`src/rtl/io_input_conditioner.sv`:
```
// io_input_conditioner: synchronise, debounce and polarity-normalise board switches and buttons.
// Drives the debounced {buttons, switches} bus plus registered press and switch-change pulses.
module io_input_conditioner #(
    parameter int SW_WIDTH        = 10,
    parameter int BTN_WIDTH       = 4,
    parameter int DEBOUNCE_CYCLES = 500000,
    parameter bit BTN_ACTIVE_LOW  = 1
) (
    input  logic                          clock,
    input  logic                          reset,
    input  logic [SW_WIDTH-1:0]           sw_raw,
    input  logic [BTN_WIDTH-1:0]          btn_raw,
    output logic [SW_WIDTH+BTN_WIDTH-1:0] io_input_bus,
    output logic [BTN_WIDTH-1:0]          btn_press,
    output logic                          sw_changed
);
    localparam int W = SW_WIDTH + BTN_WIDTH;
    localparam int CW = DEBOUNCE_CYCLES > 1 ? $clog2(DEBOUNCE_CYCLES) : 1;
    localparam logic [CW-1:0] LAST = CW'(DEBOUNCE_CYCLES - 1);
    logic [W-1:0] n, s1, s2, stable, stable_d;
    logic [CW-1:0] cnt [W];
    assign n = {BTN_ACTIVE_LOW ? ~btn_raw : btn_raw, sw_raw};
    assign io_input_bus = stable;
    // stable_d lags stable by one edge so the event pulses land one cycle after the bus changes
    always_ff @(posedge clock or negedge reset) begin
        if (!reset) begin
            s1         <= '0;
            s2         <= '0;
            stable     <= '0;
            stable_d   <= '0;
            btn_press  <= '0;
            sw_changed <= 1'b0;
            for (int i = 0; i < W; i++) cnt[i] <= '0;
        end else begin
            s1         <= n;
            s2         <= s1;
            stable_d   <= stable;
            btn_press  <= stable[W-1:SW_WIDTH] & ~stable_d[W-1:SW_WIDTH];
            sw_changed <= |(stable[SW_WIDTH-1:0] ^ stable_d[SW_WIDTH-1:0]);
            for (int i = 0; i < W; i++) begin
                cnt[i] <= (s2[i] == stable[i] || cnt[i] == LAST) ? '0 : cnt[i] + CW'(1);
                if (s2[i] != stable[i] && cnt[i] == LAST) stable[i] <= s2[i];
            end
        end
    end
endmodule

```
`config.mk`:
```
export PLATFORM = sky130hd
export DESIGN_NAME = io_input_conditioner
export DESIGN_NICKNAME = d
export VERILOG_FILES = /design/src/rtl/io_input_conditioner.sv
export SDC_FILE = /design/constraint.sdc
export NUM_CORES = 1
export LEC_CHECK = 0
export ABC_AREA = 1
export CAP_MARGIN = 0
export CORE_UTILIZATION = 35
export DETAILED_ROUTE_END_ITERATION = 8
export HOLD_SLACK_MARGIN = 0.03
export PLACE_DENSITY = 0.56
export SETUP_SLACK_MARGIN = 0.2
export SYNTH_ARGS = -nofsm -noshare
export SYNTH_HDL_FRONTEND = slang
export SYNTH_SLANG_ARGS = --single-unit
```
`constraint.sdc`:
```
create_clock -name clock -period 1.82 [get_ports clock]
set_clock_uncertainty 0.2 [all_clocks]
set_input_delay 0.364 -clock clock [delete_from_list [all_inputs] [get_ports clock]]
set_output_delay 0.364 -clock clock [all_outputs]
set_load 0.02 [all_outputs]
```
After elaboration in Yosys (flattened, before gate mapping)
Index checks and enable logic that the tools add are counted.
{"block": "word_totals", "inputBits": 16, "elab_cells": 136, "register_bits": 327, "out_inout_bits": 19}
{"block": "classes", "n_eq_ne": 42, "bitwise_logic": 4, "n_addsub": 14, "n_mux": 14, "reduce_logical": 29}
{"cell": "$add 19x1->19 const B", "n": 14}
{"cell": "$eq 19x19->1 const B", "n": 14}
{"cell": "$mux 19", "n": 14}
{"cell": "$eq 1x1->1", "n": 14}
{"cell": "$logic_and 1x1->1", "n": 14}
{"cell": "$logic_or 1x1->1", "n": 14}
{"cell": "$ne 1x1->1", "n": 14}
{"cell": "$reduce_or 10->1", "n": 1}
{"cell": "$xor 10x10->10", "n": 1}
{"cell": "$not 4->4", "n": 2}
{"cell": "$and 4x4->4", "n": 1}

Logic depth before layout (Yosys ltp)
{"block": "logic_depth", "word_depth": 3, "depth_mapped": 9, "mapped_depth_nobuf": 9}

Worst setup path after synthesis
No wires, ideal clock.
{"block": "synth_timing", "kind": "register to register", "startpoint": "reg cnt[209] (netlist bit)", "endpoint": "reg cnt[225] (netlist bit)", "period_less_slack_ns": 1.574, "t_required_ns": 1.501, "t_arrival_ns": 1.256, "n_path_buf": 1, "path_stages_with_launch": 8, "setup_ns": 0.119, "slack_ns": 0.246, "cell_sequence": "dfrtp_1 > ha_1 > nand2_1 > nor2_4 > nand3_2 > nand2_4 > buf_12 > nor2_1"}
{"block": "synth_between", "elab_chain_cells": 3, "word_cells_on_any_way": 4, "cone_classes": "1 x add/sub; 1 x eq/ne; 1 x mux; 1 x reduce/logical"}
{"item": "from (decl)", "line_no": "21", "source": "logic [CW-1:0] cnt [W];"}
{"item": "from (signal, indexed assignment)", "line_no": "41", "source": "cnt[i] <= (s2[i] == stable[i] || cnt[i] == LAST) ? '0 : cnt[i] + CW'(1);"}
{"item": "parallel branches: the longest is 2 deep, another holds $add 19x1->19"}
{"item": "$mux 19 (*)", "line_no": "41"}
Every way passes the cells marked *.
A chain may end at the register's enable or synchronous reset.

Worst setup path after layout
{"block": "layout_timing", "startpoint": "reg cnt[0] (netlist bit)", "endpoint": "reg cnt[11] (netlist bit)"}
Same word-level chain as after synthesis.

==> flow_summary.ini <==
[clock_tree]
clock-root-buffer = clkbuf_16
clk_latency_ps = 550
cts.sinks = 327
cts_buffers = 39
cts-htree-levels = 2
clkSlewWorstSetupHoldPaths_ps = 60
clock_path_buffers = 3
tritoncts = done

[sta]
hold_viol = 0
slew_headroom = 0.628
layout_setup_ws_ps = 158
fin_crit_sh = 0.913
rsz0062_at_grt = true
tightest_slew_ps = 557
fmax_ghz = 0.602
drv_slew = 0
setup_violations = 0
tns_ps = 0
fin_crit_ps = 1660

[place]
dpl_worst_slack_ps = 88.0
hpwl_um = 23500
placed_area_um2 = 18300
port-buffer-count = 34
gp_congestion = 0.847

[outcome]
outcome = completed

[setup_path]
cp.arrival_ps = 1890
startpoint_type = flip-flop
path_cells = ha_2 -> nand2_2 -> nor2_4 -> nand3_4 -> nand2_8 -> nor2_1
crit_path_max_fanout = 8
critPathMaxStageDelay_ps = 370
cp-end-kind = flip-flop
path_buf_inv = 0
crit_type = flip-flop to flip-flop
cp.required_ps = 2050
cp_top_family = simple AND/OR/NAND/NOR gates
slowest_stage = dfrtp_1

[floorplanning]
ioPinCount = 35
num_rows = 80
start_util = 0.356
dieArea_um2 = 49600
die-width_um = 223
die_y_um = 223
coreArea_um2 = 47900

[yosys]
postSynthAreaPerCell_um2 = 7.88
ys_types = 23
synth_nets = 2196
yosys_warnings = 0
synth_seq_cells = 327
synth_area_um2 = 17100
ys_seq_area_frac = 0.480
syn_inst = 2166

[routing]
wire_per_inst_um = 11.9
drtIter0Drc = 595
vias = 13500
drt_first_pass_iters = 7
ant_nets = 0
viasPerCell = 4.56
drt-total-wl_um = 35300
drc = 0

[global_routing]
grt_usage = 0.141
grt_max_degree = 47
grt_antenna_before_repair = 0
overflow = 0
grt_pass1_wl_um = 59300
grt_pass1_vias = 12900

[layout]
stdcell_area_um2 = 21000
final_nets = 2345
layout_commonest_cell = nor2_1
drive_gt1_frac = 0.162
antenna_cells = 0
mostFrequentLayoutCells = 503 x nor2_1, 481 x nand2_1, 323 x dfrtp_1
area_delta_synth_final_pct = 23.1

[power]
p_leak_nw = 9.03
p_per_area_nw_per_um2 = 763
ir_worst_vdd_v = 0.000777
power_mw = 16.0

[job]
drv_cap = 0

[hold_path]
hp-class = primary input to flip-flop
metrics by stage:
step | hold slack, ps | instances | utilization
3_3_place_gp | 102 | 2836 | 0.383
6_report | 82.3 | 2958 | 0.438
2_1_floorplan | -132 | 2166 | -
5_1_grt | 60.6 | 2958 | 0.438
4_1_cts | 54.4 | 2919 | 0.416
3_5_place_dp | 107 | 2836 | 0.383
state kept, by name, indices dropped and copies added (netlist names):
name,cells
btn_press,4
s1,14
s2,14
stable_d,14
io_input_bus,14
cnt,266
sw_changed,1
worst paths after layout:
path | end | cells past startpoint | start | slack (ps)
worst max register to register | cnt[11] | 6 | cnt[0] | 160
worst max-delay path | cnt[11] | 6 | cnt[0] | 160
max in group asynchronous | cnt[120] | 3 | reset | 680
worst min register to register | s2[6] | 0 | s1[6] | 150
min in group asynchronous | cnt[195] | 2 | reset | 120
worst min-delay path | s1[4] | 1 | sw_raw[4] | 80
cells by family after synthesis:
group	share of synthesized area
flops	0.480
xor+xnor	0.0873
fa+ha+maj	0.0103
buf+inv	0.0608
simple gates	0.343
compound gates	0.0192
final cells by class:
| type | instances | area (um^2) |
|---|---|---|
| Tap cell | 615 | 769 |
| Sequential cell | 327 | 8190 |
| Clock buffer | 59 | 1210 |
| Fill cell | 4735 | 26900 |
| Clock inverter | 10 | 103 |
| Inverter | 232 | 873 |
| Multi-Input combinational cell | 1606 | 8820 |
| Timing Repair Buffer | 109 | 1040 |
repair_timing:
item	in CTS	in global routing
setup endpoints to repair	139	274
gates resized for setup	133	156
gates cloned	1	12
endpoints found under the hold margin	333	0
buffers inserted	6	27
hold buffers	7	0
pin swaps	3	64
routing by layer:
metal,wire length [um],vias up,global-route usage
met3,1180,49,0.0296
met5,0,-,0
met2,16100,156,0.229
li1,-,7001,-
met1,17200,6291,0.188
met4,772,0,0.0420
power breakdown:
group | switching [mW] | leakage [nW] | internal, mW | total (mW)
sequential | 0.0984 | 4.46 | 7.38 | 7.48
combinational | 0.422 | 3.91 | 0.262 | 0.684
clock | 3.00 | 0.654 | 4.86 | 7.86
total | 3.52 | 9.03 | 12.5 | 16.0
cells in the mapped netlist:
master | n | area, um^2
nor2_1 | 542 | 2030
nand2_1 | 501 | 1880
dfrtp_1 | 327 | 8180
inv_1 | 232 | 871
nand3_1 | 151 | 756
xor2_1 | 116 | 1020
xnor2_1 | 54 | 473
nor2_2 | 40 | 250
nand4_1 | 36 | 225
o21ai_0 | 29 | 145
nand2_2 | 18 | 113
nor2_4 | 17 | 191
o21bai_1 | 15 | 113
a21oi_1 | 14 | 70.1
ha_1 | 14 | 175
nand3_2 | 14 | 140
buf_6 | 13 | 146
nand2_4 | 12 | 135
or2_2 | 7 | 43.8
nor3_1 | 6 | 30.0
nand3b_1 | 5 | 37.5
and2_1 | 2 | 12.5
buf_12 | 1 | 20.0
(Power assumes the default switching activity.)
